`src/rtl/minmax_pkg.sv`:
```
// Shared definitions for the window min/max tracker.
// Holds the FSM state encoding and the width-derivation helper.
package minmax_pkg;

  // Two-state FSM: accumulate samples, then hold the window result.
  typedef enum logic {
    ST_ACC  = 1'b0,
    ST_HOLD = 1'b1
  } state_e;

  // Ceiling log2 for deriving index and tie-count widths.
  // Returns 0 for inputs of 0 or 1.
  function automatic int clog2(input int value);
    int r;
    r = 0;
    while ((1 << r) < value) begin
      r = r + 1;
    end
    return r;
  endfunction

endpackage

```
`src/rtl/n_bit_comparator.sv`:
```
// Unsigned N-bit magnitude comparator.
// Purely combinational; produces all three relations of A against B.
module n_bit_comparator #(
  parameter int N = 4
) (
  input  logic [N-1:0] A,
  input  logic [N-1:0] B,
  output logic         A_gt_B,
  output logic         A_eq_B,
  output logic         A_lt_B
);

  assign A_gt_B = (A > B);
  assign A_eq_B = (A == B);
  assign A_lt_B = (A < B);

endmodule

```
`src/rtl/window_minmax_tracker.sv`:
```
// Tracks max/min, first-occurrence indices and max tie count over a fixed
// window of WIN samples. The result is held on a valid/ready output until
// the consumer takes it; no samples are accepted while it is held.
module window_minmax_tracker
  import minmax_pkg::*;
#(
  parameter int N   = 4,
  parameter int WIN = 4,
  parameter int IW  = clog2(WIN),
  parameter int CW  = clog2(WIN + 1)
) (
  input  logic          clk,
  input  logic          rst_n,
  input  logic          in_valid,
  input  logic [N-1:0]  in_data,
  output logic          in_ready,
  output logic          out_valid,
  input  logic          out_ready,
  output logic [N-1:0]  max_val,
  output logic [N-1:0]  min_val,
  output logic [IW-1:0] max_idx,
  output logic [IW-1:0] min_idx,
  output logic [CW-1:0] max_ties
);

  state_e        state_q, state_d;
  logic [IW-1:0] count_q, count_d;
  logic [N-1:0]  max_q, max_d;
  logic [N-1:0]  min_q, min_d;
  logic [IW-1:0] max_idx_q, max_idx_d;
  logic [IW-1:0] min_idx_q, min_idx_d;
  logic [CW-1:0] ties_q, ties_d;

  logic max_gt, max_eq, min_lt;

  // Incoming sample against the stored maximum.
  n_bit_comparator #(.N(N)) u_cmp_max (
    .A      (in_data),
    .B      (max_q),
    .A_gt_B (max_gt),
    .A_eq_B (max_eq),
    .A_lt_B ()
  );

  // Incoming sample against the stored minimum.
  n_bit_comparator #(.N(N)) u_cmp_min (
    .A      (in_data),
    .B      (min_q),
    .A_gt_B (),
    .A_eq_B (),
    .A_lt_B (min_lt)
  );

  // Handshake outputs decode straight from the state flop, so neither
  // depends combinationally on in_valid or out_ready.
  assign in_ready  = (state_q == ST_ACC);
  assign out_valid = (state_q == ST_HOLD);
  assign max_val   = max_q;
  assign min_val   = min_q;
  assign max_idx   = max_idx_q;
  assign min_idx   = min_idx_q;
  assign max_ties  = ties_q;

  // Next-state and result update: first sample loads, later samples refine.
  always_comb begin
    state_d   = state_q;
    count_d   = count_q;
    max_d     = max_q;
    min_d     = min_q;
    max_idx_d = max_idx_q;
    min_idx_d = min_idx_q;
    ties_d    = ties_q;
    case (state_q)
      ST_ACC: begin
        if (in_valid) begin
          if (count_q == '0) begin
            max_d     = in_data;
            min_d     = in_data;
            max_idx_d = '0;
            min_idx_d = '0;
            ties_d    = CW'(1);
          end else begin
            // Strictly greater moves the max; equal only bumps the tie count
            // so the earliest index is kept.
            if (max_gt) begin
              max_d     = in_data;
              max_idx_d = count_q;
              ties_d    = CW'(1);
            end else if (max_eq) begin
              ties_d = ties_q + CW'(1);
            end
            if (min_lt) begin
              min_d     = in_data;
              min_idx_d = count_q;
            end
          end
          if (count_q == IW'(WIN - 1)) begin
            count_d = '0;
            state_d = ST_HOLD;
          end else begin
            count_d = count_q + IW'(1);
          end
        end
      end
      ST_HOLD: begin
        if (out_ready) begin
          state_d = ST_ACC;
        end
      end
    endcase
  end

  // State and result registers with synchronous active-low reset.
  always_ff @(posedge clk) begin
    if (!rst_n) begin
      state_q   <= ST_ACC;
      count_q   <= '0;
      max_q     <= '0;
      min_q     <= '0;
      max_idx_q <= '0;
      min_idx_q <= '0;
      ties_q    <= '0;
    end else begin
      state_q   <= state_d;
      count_q   <= count_d;
      max_q     <= max_d;
      min_q     <= min_d;
      max_idx_q <= max_idx_d;
      min_idx_q <= min_idx_d;
      ties_q    <= ties_d;
    end
  end

endmodule

```
`config.mk`:
```
export PLATFORM = sky130hd
export DESIGN_NAME = window_minmax_tracker
export DESIGN_NICKNAME = d
export VERILOG_FILES = /design/src/rtl/minmax_pkg.sv /design/src/rtl/n_bit_comparator.sv /design/src/rtl/window_minmax_tracker.sv
export SDC_FILE = /design/constraint.sdc
export NUM_CORES = 1
export LEC_CHECK = 0
export BUFFER_PORTS_ARGS = -buffer_cell sky130_fd_sc_hd__buf_2
export CORE_UTILIZATION = 46
export CTS_CLUSTER_SIZE = 16
export DETAILED_ROUTE_END_ITERATION = 16
export GPL_ROUTABILITY_DRIVEN = 1
export PLACE_DENSITY = 0.71
export SYNTH_ARGS = -nofsm -noshare
export SYNTH_HDL_FRONTEND = slang
export SYNTH_SLANG_ARGS = --single-unit
```
`constraint.sdc`:
```
create_clock -name clk -period 3.8 [get_ports clk]
set_clock_uncertainty 0.2 [all_clocks]
set_input_delay 0.76 -clock clk [delete_from_list [all_inputs] [get_ports clk]]
set_output_delay 0.76 -clock clk [all_outputs]
set_load 0.01 [all_outputs]
```
-- Yosys cells after proc, flatten, opt, wreduce, memory -nomap -nowiden
Cells that the tools add are included.
W data, S select, Z words.
- bits in registers: 18
- input bits: 8
- output and inout bits: 17
- word-level logic and storage cells: 38
- $add $sub $neg: 2
- magnitude comparators: 2
- eq/ne operators: 2
- muxes and demuxes: 16
- bitwise operators: 1
- reductions and logical operators: 8
- operators with widths (cell ; number):
    $mux W4 ; 4
    $mux W2 ; 5
    $mux W3 ; 3
    $reduce_and A3 Y1 ; 3
    $eq A4 B4 Y1 ; 1
    $gt A4 B4 Y1 ; 1
    $lt A4 B4 Y1 ; 1
    $reduce_bool A2 Y1 ; 2
    $add A3 B1 Y3 const B ; 1
    $mux W1 ; 3
    $reduce_bool A3 Y1 ; 1
    $add A2 B1 Y2 const B ; 1
    $eq A2 B2 Y1 const B ; 1
    $logic_not A2 Y1 ; 1
    $pmux W1 S2 ; 1
    $reduce_and A2 Y1 ; 1
    $not A1 Y1 ; 1

-- Longest topological paths before layout
Gate-level depths: netlist of the first run.
- depth in word-level cells: 4
- depth in mapped cells: 8
- mapped depth without buffers: 7

-- Modules after synthesis
Synthesis of the first run repeated with hierarchy kept, for this count alone.
- cells, all modules: 123
- area, all modules: 1074.8 µm²
- by module, submodules not included (module ; times used ; cells each ; area each (µm²) ; seq. area each (µm²)):
    window_minmax_tracker ; 1 ; 91 ; 817.0 ; 360.3
    n_bit_comparator ; 2 ; 16 ; 128.9 ; 0.0

-- Worst setup path before layout of the first run
Ideal clock, no wire load.
- kind: input to register
- start point: input port in_data[2]
- end point: register max_q[0] (netlist: max_val[0])
- library setup time: 0.116 ns
- data arrival time: 1.832 ns
- data required time: 3.484 ns
- setup slack: 1.652 ns
- cell stages on the path: 7
- buffers on the path: 1
- cell sequence: ha_1 > o21ai_0 > a21oi_2 > o221a_1 > buf_6 > mux2i_1 > nor2b_1
- cells in the longest elaborated chain, start to end: 3
- ends and longest elaborated chain (item ; RTL line ; text):
    start, declared ; window_minmax_tracker.sv:15 ; input logic [N-1:0] in_data,
    $gt A4 B4 Y1 ; n_bit_comparator.sv:13 ; assign A_gt_B = (A > B);
    $reduce_bool A2 Y1 (no source line) ; n/a ;
    $reduce_and A3 Y1 (no source line) ; n/a ;
    end signal, assigned ; window_minmax_tracker.sv:126 ; max_q <= max_d;
    end, declared ; window_minmax_tracker.sv:28 ; logic [N-1:0] max_q, max_d;
No other way between the ends.
A chain may end at the register's enable or synchronous reset.

-- Final worst setup path of the first run
- start point: input port in_data[3]
- end point: register max_idx_q[0] (netlist: max_idx[0])
- cells in the longest elaborated chain, start to end: 3
- ends and longest elaborated chain (item ; RTL line ; text):
    $gt A4 B4 Y1 ; n_bit_comparator.sv:13 ;
    $reduce_bool A2 Y1 (no source line) ; n/a ;
    $reduce_and A3 Y1 (no source line) ; n/a ;
    end signal, assigned ; window_minmax_tracker.sv:128 ; max_idx_q <= max_idx_d;
    end, declared ; window_minmax_tracker.sv:30 ; logic [IW-1:0] max_idx_q, max_idx_d;
No other way between the ends.

==> metrics.md, run 1 <==
| Metric | Value |
|---|---|
| Status | completed |
| Area growth, synth to finish | 15.87% |
| Arrival time of data at the critical path endpoint | 2.20 ns |
| Highest clock rate | about 450 MHz |
| Via count of the first global-routing pass | approximately 800 |
| Synth unique cells | 30 |
| Number of buffers created by CTS | 3 |
| Aggregate global-route resource usage | 17.85% |
| Critical Path Fanout Max | 7 |
| Sum of negative setup slack | 0 ns |
| Number of port buffers | 24 |
| Layout cells sized above 1 | 24.63% |
| Post-DR wirelength/cell | roughly 11 um |
| Die span in x | between 40 and 50 um |
| Row count | 16 |
| Pleak | 0.5377 nW |
| Clock share of power | 23.7% |
| Area of the mapped netlist | 993.5 um2 |
| Final antenna diode count | 0 |
| Cell count after synthesis | 110 |
| Antenna violations before repair | 0 |
| Comb pwr share | 23.1% |
| DRC violations left | 0 |
| R2R cell count | 7 |
| Final net count | 154 |
| Count of warnings emitted by yosys | 0 |
| Reg power frac | between 50% and 60% |
| Routability-driven placement congestion ratio | about 0.85 |
| Number of endpoints with negative hold slack in the final report | 0 |
| Die area | between 2000 and 2500 um2 |
| Die height | 48.47 um |
| Number of nets produced by synthesis | ~130 |
| Count of state elements after synthesis | 18 |
| Category of the worst setup path capture point | register |
| Switching power total | 113.5 uW |
| WP data required | 3.79 ns |
| CTS tree | yes |
| Buffering stage count on the worst path with inverters included | 1 |
| First-pass GRT wire length | 3208 um |
| Worst path max stage delay | approximately 0.47 ns |
| Max clock buf depth | 2 |
| Switching share of total power | 29.08% |
| Overflow left after global routing | 0 |
| Post-route ant nets | 0 |
| Max_cap viols | 0 |
| Kind of cell adding the most delay to the critical path | compound AO/OA/AOI/OAI gates |
| Level count of the clock H-tree | 1 |
| Fin. max-slew vios | 0 |
| Kind of critical path | input pin to register |
| Per-instance average area after synthesis | roughly 9.0 um2 |
| Unrepaired setup endpoints after global routing | false |
| Final WL | 1799 um |
| Worst hold stages | 2 |
| Per-cell via count in the routed design | 5.012 |
| Number of iterations in the first detailed-routing pass | 4 |
| Sequential element share of the synthesized area | a little over a third |
| Total clock sinks | 18 |
| DP HPWL | between 1000 and 1500 um |
| Cell-internal power | 276.8 uW |
| IR Drop Worst-Case VDD | 0.0002829 V |
| Routed via count | 807 |
| Pin count of the biggest net entering global routing | 23 |
| Iteration-0 DRC Markers | 7 |
| Post-route cell area | 1151 um2 |
| Final period demand of the worst path | 2.207 ns |
| Sequence of cells on the critical path | buf_2 -> ha_1 -> o21ai_0 -> a21oi_2 -> o221a_1 -> mux2i_1 -> nor2b_1 |
| Count of pins on the block boundary | 25 |
| Placed inst area | 1129 um2 |
| Root Driver | sky130_fd_sc_hd__clkbuf_4 |
| Power per unit of standard cell area | 339.1 nW/um2 |
| CTS clk-pin slew, worst paths | 0.09 ns |
| Least-Margin Pin Slew | 0.4256 ns |
| Standard cell core area | 2002 um2 |
| Hold-fix buffers at CTS | 0 |
| Startpoint type of the worst setup path | input pin |
| Final worst-path cycle share | 58.07% |
| Setup repair bufs after CTS | 0 |
| Number of gates on the worst path with buffers counted | 7 |
| Worst-Skew Late Latency | 0.29 ns |
| Initial Utilization | 49.63% |
| Worst Hold Class | register to register |
| Number of failing setup endpoints in the final timing report | 0 |
| Slowest CP cell | sky130_fd_sc_hd__o221a_1 |
| CTS resizes | 0 |
| Max-Slew Margin vs Limit | 71.63% |
==> stage by stage <==
stage | setup slack [ns] | hold slack, ns | utilization, % | total power, mW | std cells
2_1_floorplan | 1.652 | 0.2735 | - | 0.2786 | 110
4_1_cts | 1.582 | 0.2804 | 57.50 | 0.3985 | 161
6_report | 1.593 | 0.2741 | 57.50 | 0.3903 | 161
3_5_place_dp | 1.262 | 0.2654 | 56.38 | 0.3037 | 158
5_1_grt | 1.470 | 0.3012 | 57.50 | 0.4188 | 161
3_3_place_gp | 1.279 | 0.2565 | 56.38 | 0.2996 | 158
==> sequential cells by signal (all words and copies together), names as in the netlist <==
signal,cells
max_val,4
min_val,4
max_ties,3
count_q,2
max_idx,2
min_idx,2
out_valid,1
==> synth_stat cells <==
master | n | area [um2]
sky130_fd_sc_hd__dfxtp_1 | 18 | 360.4
sky130_fd_sc_hd__nand2_1 | 13 | 48.80
sky130_fd_sc_hd__mux2i_1 | 11 | 110.1
sky130_fd_sc_hd__ha_1 | 10 | 125.1
sky130_fd_sc_hd__inv_1 | 10 | 37.54
sky130_fd_sc_hd__nor2b_1 | 7 | 43.79
sky130_fd_sc_hd__nor2_1 | 5 | 18.77
sky130_fd_sc_hd__a21boi_0 | 3 | 22.52
sky130_fd_sc_hd__nand3_1 | 3 | 15.01
sky130_fd_sc_hd__nand4_1 | 3 | 18.77
sky130_fd_sc_hd__a21oi_1 | 2 | 10.01
sky130_fd_sc_hd__and2_1 | 2 | 12.51
sky130_fd_sc_hd__clkbuf_1 | 2 | 7.510
sky130_fd_sc_hd__nand2b_1 | 2 | 12.51
sky130_fd_sc_hd__nor3_1 | 2 | 10.01
sky130_fd_sc_hd__o211ai_1 | 2 | 15.01
sky130_fd_sc_hd__o21ai_0 | 2 | 10.01
sky130_fd_sc_hd__a21oi_2 | 1 | 8.760
sky130_fd_sc_hd__a22oi_1 | 1 | 7.510
sky130_fd_sc_hd__and2b_4 | 1 | 10.01
sky130_fd_sc_hd__buf_6 | 1 | 11.26
sky130_fd_sc_hd__nand2_2 | 1 | 6.260
sky130_fd_sc_hd__nand2b_4 | 1 | 13.76
sky130_fd_sc_hd__nor3b_2 | 1 | 12.51
sky130_fd_sc_hd__o21a_1 | 1 | 7.510
sky130_fd_sc_hd__o21ai_1 | 1 | 5.000
sky130_fd_sc_hd__o221a_1 | 1 | 11.26
sky130_fd_sc_hd__or2_0 | 1 | 6.260
sky130_fd_sc_hd__or2_2 | 1 | 6.260
sky130_fd_sc_hd__xor2_1 | 1 | 8.760
==> worst paths after layout <==
| kind | start | slack, ns | endpoint |
|---|---|---|---|
| worst max register to register | max_val[2] | 1.79 | max_idx[0] |
| worst max-delay path | in_data[3] | 1.59 | max_idx[0] |
| worst min register to register | min_val[1] | 0.27 | min_val[1] |
| worst min-delay path | min_val[1] | 0.27 | min_val[1] |
==> cell type report <==
type                            count  area [um2]
Fill cell                         196       850.8
Timing Repair Buffer               24       120.1
Tap cell                           27       33.78
Clock buffer                        3       22.52
Multi-Input combinational cell     79       576.8
Inverter                           10       37.54
Sequential cell                    18       360.3
==> power groups by stage <==
stage | logic (mW) | registers, mW | clock network [mW]
after CTS | 0.0922 | 0.208 | 0.0986
after floorplan | 0.0630 | 0.216 | 0
after global routing | 0.103 | 0.210 | 0.106
after global placement | 0.0880 | 0.212 | 0
final | 0.0904 | 0.208 | 0.0925
after detailed placement | 0.0916 | 0.212 | 0
==> kinds of logic (layout without fill, tap and decap cells) <==
| group | count (synthesis) | in the layout | share of synthesized area (%) |
|---|---|---|---|
| simple gates | 43 | 43 | 23.68 |
| flops | 18 | 18 | 36.27 |
| compound gates | 14 | 14 | 9.823 |
| buf+inv | 13 | 37 | 5.668 |
| mux | 11 | 11 | 11.08 |
| fa+ha+maj | 10 | 10 | 12.59 |
| xor+xnor | 1 | 1 | 0.8818 |
==> worst min-delay path: stages, from the launching register on <==
cell and delay (ns):
sky130_fd_sc_hd__dfxtp_1 0.33, sky130_fd_sc_hd__nand2_1 0.05, sky130_fd_sc_hd__mux2i_1 0.05
==> routing by layer <==
metal  track usage, %  routed length (um)
met5                0                   0
met4            7.353                  32
met3            5.660                  79
met2            30.99                 857
met1            20.16                 830
==> cell usage in the layout, fill, tap and decap left out <==
| master | count |
|---|---|
| sky130_fd_sc_hd__buf_2 | 24 |
| sky130_fd_sc_hd__dfxtp_1 | 18 |
| sky130_fd_sc_hd__nand2_1 | 13 |
| sky130_fd_sc_hd__mux2i_1 | 11 |
| sky130_fd_sc_hd__inv_1 | 10 |
| sky130_fd_sc_hd__ha_1 | 10 |
| sky130_fd_sc_hd__nor2b_1 | 7 |
| sky130_fd_sc_hd__nor2_1 | 5 |
| sky130_fd_sc_hd__nand4_1 | 3 |
| sky130_fd_sc_hd__nand3_1 | 3 |
| sky130_fd_sc_hd__a21boi_0 | 3 |
| sky130_fd_sc_hd__clkbuf_4 | 3 |
| sky130_fd_sc_hd__nand2b_1 | 2 |
| sky130_fd_sc_hd__a21oi_1 | 2 |
| sky130_fd_sc_hd__o211ai_1 | 2 |
| sky130_fd_sc_hd__o21ai_0 | 2 |
| sky130_fd_sc_hd__and2_1 | 2 |
| sky130_fd_sc_hd__nor3_1 | 2 |
| sky130_fd_sc_hd__and2b_4 | 1 |
| sky130_fd_sc_hd__nand2_2 | 1 |
| sky130_fd_sc_hd__a21oi_2 | 1 |
| sky130_fd_sc_hd__or2_0 | 1 |
| sky130_fd_sc_hd__o221a_1 | 1 |
| sky130_fd_sc_hd__or2_2 | 1 |
| sky130_fd_sc_hd__nand2b_4 | 1 |
| sky130_fd_sc_hd__xor2_1 | 1 |
| sky130_fd_sc_hd__nor3b_2 | 1 |
| sky130_fd_sc_hd__o21ai_1 | 1 |
| sky130_fd_sc_hd__a22oi_1 | 1 |
| sky130_fd_sc_hd__o21a_1 | 1 |
(Power assumes the default switching activity.)
==> run 2: changes to the inputs <==
Settings changed: PLACE_DENSITY 0.71 to 0.73.
Clock period 3.8 ns to 1.85 ns, I/O delays scaled along.
==> metrics.md, run 2 (synthesized netlist as in run 1, its figures left out) <==
| Metric | Value |
|---|---|
| Status | completed |
| Arrival time of data at the critical path endpoint | 1.83 ns (-0.37 ns) |
| Overflow left after global routing | 0 (unchanged) |
| Setup repair bufs after CTS | 0 (unchanged) |
| Hold-fix buffers at CTS | 0 (unchanged) |
| Final design utilization | 66.38% (+8.9 points) |
| CTS clk-pin slew, worst paths | 0.10 ns (about the same) |
| Total instance count after detailed placement | 172 (+8.9%) |
| DP HPWL | 1579 um (+13%) |
| Iteration-0 DRC Markers | 14 (+7) |
| Pin count of the biggest net entering global routing | 23 (unchanged) |
| Max-Slew Margin vs Limit | 78.48% (+6.9 points) |
| Count of pins on the block boundary | 25 (unchanged) |
| Number of failing setup endpoints in the final timing report | 0 (unchanged) |
| WHS | 0.1745 ns (-0.09955 ns) |
| Startpoint type of the worst setup path | register |
| Setup slack at placement | -0.2757 ns (-1.538 ns) |
| Critical Path Fanout Max | 2 (-5) |
| Post-DR wirelength/cell | 12.24 um (+9.5%) |
| Fin. max-slew vios | 0 (unchanged) |
| Reg power frac | 46.2% (-7.0 points) |
| Worst-Skew Late Latency | 0.30 ns (about the same) |
| Layout cells sized above 1 | 40.94% (+16 points) |
| Post-route ant nets | 0 (unchanged) |
| Total clock sinks | 18 (unchanged) |
| Via count of the first global-routing pass | 870 (+11%) |
| Clock share of power | 26.8% (+3.1 points) |
| Worst Hold Class | input pin to register |
| Number of iterations in the first detailed-routing pass | 4 (unchanged) |
| Fillers | 180 (-8.2%) |
| Switching share of total power | 29.04% (-0.039 points) |
| Number of buffers created by CTS | 3 (unchanged) |
| Kind of critical path | register to register |
| Aggregate global-route resource usage | 20.15% (+2.3 points) |
| Max_cap viols | 0 (unchanged) |
| Die height | 48.47 um (unchanged) |
| Final period demand of the worst path | 1.794 ns |
| Cell-internal power | 655.3 uW (+140%) |
| Initial Utilization | 49.63% (unchanged) |
| Antenna violations before repair | 0 (unchanged) |
| DRC violations left | 0 (unchanged) |
| WP data required | 1.89 ns (-1.90 ns) |
| Final net count | 168 (+9.1%) |
| Standard cell core area | 2002 um2 (unchanged) |
| Power consumption | 923.5 uW (+140%) |
| Die area | 2349 um2 (unchanged) |
| Top library cells by usage in the layout, fill and taps aside | 24 x sky130_fd_sc_hd__buf_2, 14 x sky130_fd_sc_hd__dfxtp_1, 14 x sky130_fd_sc_hd__buf_4 |
| Switching power total | 268.2 uW (+140%) |
| Pleak | 0.6179 nW (+15%) |
| Reg2reg setup slack | 0.06 ns (-1.73 ns) |
| Routability-driven placement congestion ratio | 0.7136 (-16%) |
| Final WL | 2154 um (+20%) |
| Comb pwr share | 27.0% (+3.9 points) |
| First-pass GRT wire length | 3650 um (+14%) |
| Number of endpoints with negative hold slack in the final report | 0 (unchanged) |
| IR Drop Worst-Case VDD | 0.0004142 V (+46%) |
| Number of port buffers | 24 (unchanged) |
| Final setup slack of the worst path | 0.05580 ns (-1.538 ns) |
| Unrepaired setup endpoints after global routing | true |
| Least-Margin Pin Slew | 0.3228 ns (-0.1028 ns) |
| CTS tree | yes |
| Level count of the clock H-tree | 1 (unchanged) |
| Final antenna diode count | 0 (unchanged) |
| Area growth, synth to finish | 33.75% |
| Row count | 16 (unchanged) |
| Final worst-path cycle share | 96.98% |
| Non-filler instance count after layout | 176 (+9.3%) |
| Per-cell via count in the routed design | 5.102 (+1.8%) |
| Root Driver | sky130_fd_sc_hd__clkbuf_4 |
| Most frequent standard cell in the layout excluding fill and tap cells | sky130_fd_sc_hd__buf_2 |
| Highest clock rate | 557.4 MHz |
| Power per unit of standard cell area | 695.0 nW/um2 (+100%) |
| Max clock buf depth | 2 (unchanged) |
| Routed via count | 898 (+11%) |
| Category of the worst setup path capture point | register |
| Die span in x | 48.47 um (unchanged) |
-- run 2: cell count changes in the layout (fill, tap and decap cells not counted), moves of 3 or more --
cell / previous run / this run
sky130_fd_sc_hd__inv_1: 10 / 7
sky130_fd_sc_hd__dfxtp_2: 0 / 4
sky130_fd_sc_hd__dfxtp_1: 18 / 14
sky130_fd_sc_hd__inv_2: 0 / 3
sky130_fd_sc_hd__ha_1: 10 / 6
sky130_fd_sc_hd__buf_4: 0 / 14
sky130_fd_sc_hd__ha_4: 0 / 3
-- run 2: worst paths after layout --
| path | from | endpoint | cells past startpoint |
|---|---|---|---|
| worst max-delay path | max_val[1] | max_ties[2] | 8 |
| worst min-delay path | out_ready | out_valid | 3 |
| worst max register to register | max_val[1] | max_ties[2] | 8 |
| worst min register to register | min_val[1] | min_val[1] | 2 |
-- run 2: final cells by class --
cell class,instances,area [um2],area share [%]
clock buffers,4,36.28,2.731
inverters,10,37.54,2.825
multi-input cells,79,630.6,47.46
flip-flops and latches,18,365.4,27.50
well taps,27,33.78,2.542
repair buffers,38,225.2,16.95
-- run 2: through the flow --
step / TNS [ns] / area, um2
CTS: 0 / 1279
global route: -0.05136 / 1329
detailed placement: -2.025 / 1234
finish: 0 / 1329
global placement: -1.523 / 1234
floorplan: 0 / 993.5
-- run 2: routing by layer --
layer	wire length (um)	part of all wire, %	GRT usage (%)
met1	932	43	23.15
met2	1108	51	35.92
met3	66	3.1	2.830
met4	46	2.1	10.78
met5	0	0	0
-- run 2: repair_timing --
action	in CTS	in global routing
setup endpoints to repair	7	11
pin swaps	0	8
cloned	0	0
resized for setup	3	13
-- run 2: power by group through the flow --
stage	sequential (mW)	combinational (mW)	clock (mW)
final	0.427	0.250	0.247
after floorplan	0.443	0.129	0
after CTS	0.424	0.233	0.253
after global placement	0.432	0.219	0
after global routing	0.430	0.276	0.268
after detailed placement	0.433	0.227	0
-- run 2: critical path: stages (launching register included) --
cell,delay [ns]
sky130_fd_sc_hd__dfxtp_2,0.35
sky130_fd_sc_hd__inv_2,0.04
sky130_fd_sc_hd__ha_4,0.26
sky130_fd_sc_hd__nand4_1,0.15
sky130_fd_sc_hd__buf_4,0.20
sky130_fd_sc_hd__nand2b_4,0.06
sky130_fd_sc_hd__o211ai_1,0.11
sky130_fd_sc_hd__xor2_1,0.18
sky130_fd_sc_hd__nor3b_2,0.18
==> run 3: changes to the inputs <==
Settings changed: GPL_ROUTABILITY_DRIVEN 1 to 0, PLACE_DENSITY 0.73 to 0.71.
Clock period 1.85 ns to 2.2 ns, I/O delays scaled along.
==> metrics.md, run 3 (synthesized netlist as in run 1, its figures left out) <==
| Metric | Value |
|---|---|
| Number of endpoints with negative hold slack in the final report | 0 (unchanged) |
| Final WL | 1835 um (-15%) |
| Max_cap viols | 0 (unchanged) |
| IR Drop Worst-Case VDD | 0.0003552 V (-14%) |
| Post-route ant nets | 0 (unchanged) |
| Worst path max stage delay | 0.36 ns (about the same) |
| CTS resizes | 0 (-3) |
| Root Driver | sky130_fd_sc_hd__clkbuf_4 |
| Overflow left after global routing | 0 (unchanged) |
| Unrepaired setup endpoints after global routing | false |
| Pleak | 0.5571 nW (-9.9%) |
| Setup slack at placement | -0.01991 ns (+0.2558 ns) |
| Row count | 16 (unchanged) |
| Count of pins on the block boundary | 25 (unchanged) |
| Layout cells sized above 1 | 27.54% (-13 points) |
| Least-Margin Pin Slew | 0.3223 ns (-0.0004790 ns) |
| Uppermost layer routed | met4 |
| Via count of the first global-routing pass | 813 (-6.6%) |
| Initial Utilization | 49.63% (unchanged) |
| WP data required | 2.18 ns (+0.29 ns) |
| Placed inst area | 1159 um2 (-6.1%) |
| Sum of negative setup slack | 0 ns (unchanged) |
| Die area | 2349 um2 (unchanged) |
| Die span in x | 48.47 um (unchanged) |
| Switching power total | 195.5 uW (-27%) |
| Met1 Wirelength | 764 um (-18%) |
| Most frequent standard cell in the layout excluding fill and tap cells | sky130_fd_sc_hd__buf_2 |
| DP HPWL | 1533 um (-2.9%) |
| WHS | 0.2318 ns (+0.05726 ns) |
| Final design utilization | 59.00% (-7.4 points) |
| Antenna violations before repair | 0 (unchanged) |
| Setup repair bufs after CTS | 0 (unchanged) |
| Final period demand of the worst path | 1.912 ns (+0.1178 ns) |
| Startpoint type of the worst setup path | register |
| Arrival time of data at the critical path endpoint | 1.90 ns (+0.07 ns) |
| Final worst-path cycle share | 86.91% (-10 points) |
| Hold-fix buffers at CTS | 0 (unchanged) |
| Total clock sinks | 18 (unchanged) |
| Post-DR wirelength/cell | 11.12 um (-9.1%) |
| Power per unit of standard cell area | 575.0 nW/um2 (-17%) |
| Reg power frac | 52.8% (+6.6 points) |
| Routed via count | 830 (-7.6%) |
| Die height | 48.47 um (unchanged) |
| CTS clk-pin slew, worst paths | 0.10 ns (about the same) |
| Kind of critical path | register to register |
| Number of failing setup endpoints in the final timing report | 0 (unchanged) |
| Final setup slack of the worst path | 0.2880 ns (+0.2322 ns) |
| Number of buffers created by CTS | 3 (unchanged) |
| Met2 routed wirelength | 917 um (-17%) |
| Clock share of power | 23.1% (-3.7 points) |
| Number of port buffers | 24 (unchanged) |
| Max clock buf depth | 2 (unchanged) |
| Highest clock rate | 523.0 MHz (-6.2%) |
| First-pass GRT wire length | 3215 um (-12%) |
| Top library cells by usage in the layout, fill and taps aside | 24 x sky130_fd_sc_hd__buf_2, 18 x sky130_fd_sc_hd__dfxtp_1, 13 x sky130_fd_sc_hd__nand2_1 |
| Total length of routed met3 wires | 88 um (+33%) |
| Worst-Skew Late Latency | 0.29 ns (about the same) |
| Area growth, synth to finish | 18.89% |
| Standard cell core area | 2002 um2 (unchanged) |
| DRC violations left | 0 (unchanged) |
| Comb pwr share | 24.1% (-2.9 points) |
| Critical Path Fanout Max | 7 (+5) |
| Slowest CP cell | sky130_fd_sc_hd__dfxtp_1 |
| Status | completed |
| CTS tree | yes |
| Post-route cell area | 1181 um2 (-11%) |
| Per-cell via count in the routed design | 5.030 (-1.4%) |
| Max-Slew Margin vs Limit | 78.51% (about the same) |
| Worst Hold Class | input pin to register |
| Aggregate global-route resource usage | 17.65% (-2.5 points) |
| Iteration-0 DRC Markers | 7 (-7) |
| Level count of the clock H-tree | 1 (unchanged) |
| Pin count of the biggest net entering global routing | 23 (unchanged) |
| Number of iterations in the first detailed-routing pass | 4 (unchanged) |
| Cell-internal power | 483.7 uW (-26%) |
| Fin. max-slew vios | 0 (unchanged) |
| Category of the worst setup path capture point | register |
| Final net count | 158 (-6.0%) |
| Sequence of cells on the critical path | inv_1 -> ha_1 -> o21ai_0 -> a21oi_2 -> o221a_2 -> mux2i_1 -> nor2b_1 |
| Final antenna diode count | 0 (unchanged) |
| Switching share of total power | 28.79% (-0.25 points) |
run 3: stage by stage:
stage               power (mW)  std cells
finish                  0.6792        165
global route            0.7295        165
CTS                     0.6892        165
detailed placement      0.5323        162
global placement        0.5255        162
floorplan               0.4812        110
run 3: layout make-up:
cell class / count / area, um2
sequential: 18 / 360.3
inverter: 10 / 37.54
fill: 206 / 820.8
tap: 27 / 33.78
clock buffer: 3 / 22.52
multi-input combinational: 79 / 576.8
timing repair buffer: 28 / 150.1
run 3: worst paths after layout:
path	startpoint	end	slack [ns]	cells past startpoint
hold / removal	in_data[3]	min_val[3]	0.23	3
setup / recovery	max_val[3]	max_val[2]	0.29	7
hold reg to reg	min_val[0]	min_val[0]	0.28	2
setup reg to reg	max_val[3]	max_val[2]	0.29	7
run 3: metal layers:
layer | vias to the layer above | GRT usage [%]
met5 | - | 0
met4 | 0 | 10.78
met3 | 7 | 3.145
met2 | 22 | 30.52
met1 | 373 | 20.16
li1 | 428 | -
run 3: power groups by stage:
| stage | logic (mW) | clock network [mW] | registers, mW |
|---|---|---|---|
| 2_1_floorplan | 0.109 | 0 | 0.372 |
| 3_3_place_gp | 0.160 | 0 | 0.365 |
| 3_5_place_dp | 0.166 | 0 | 0.367 |
| 4_1_cts | 0.166 | 0.164 | 0.359 |
| 5_1_grt | 0.185 | 0.182 | 0.362 |
| 6_report | 0.164 | 0.157 | 0.359 |
run 3: worst max-delay path, delay by kind of cell, from the launching register on:
kind / cells / cell delay (ns)
AOI/OAI and AO/OA: 3 / 0.61
adders and majority gates: 1 / 0.29
buffers and inverters: 1 / 0.05
DFF: 1 / 0.36
muxes: 1 / 0.24
and+or+nand+nor: 1 / 0.06
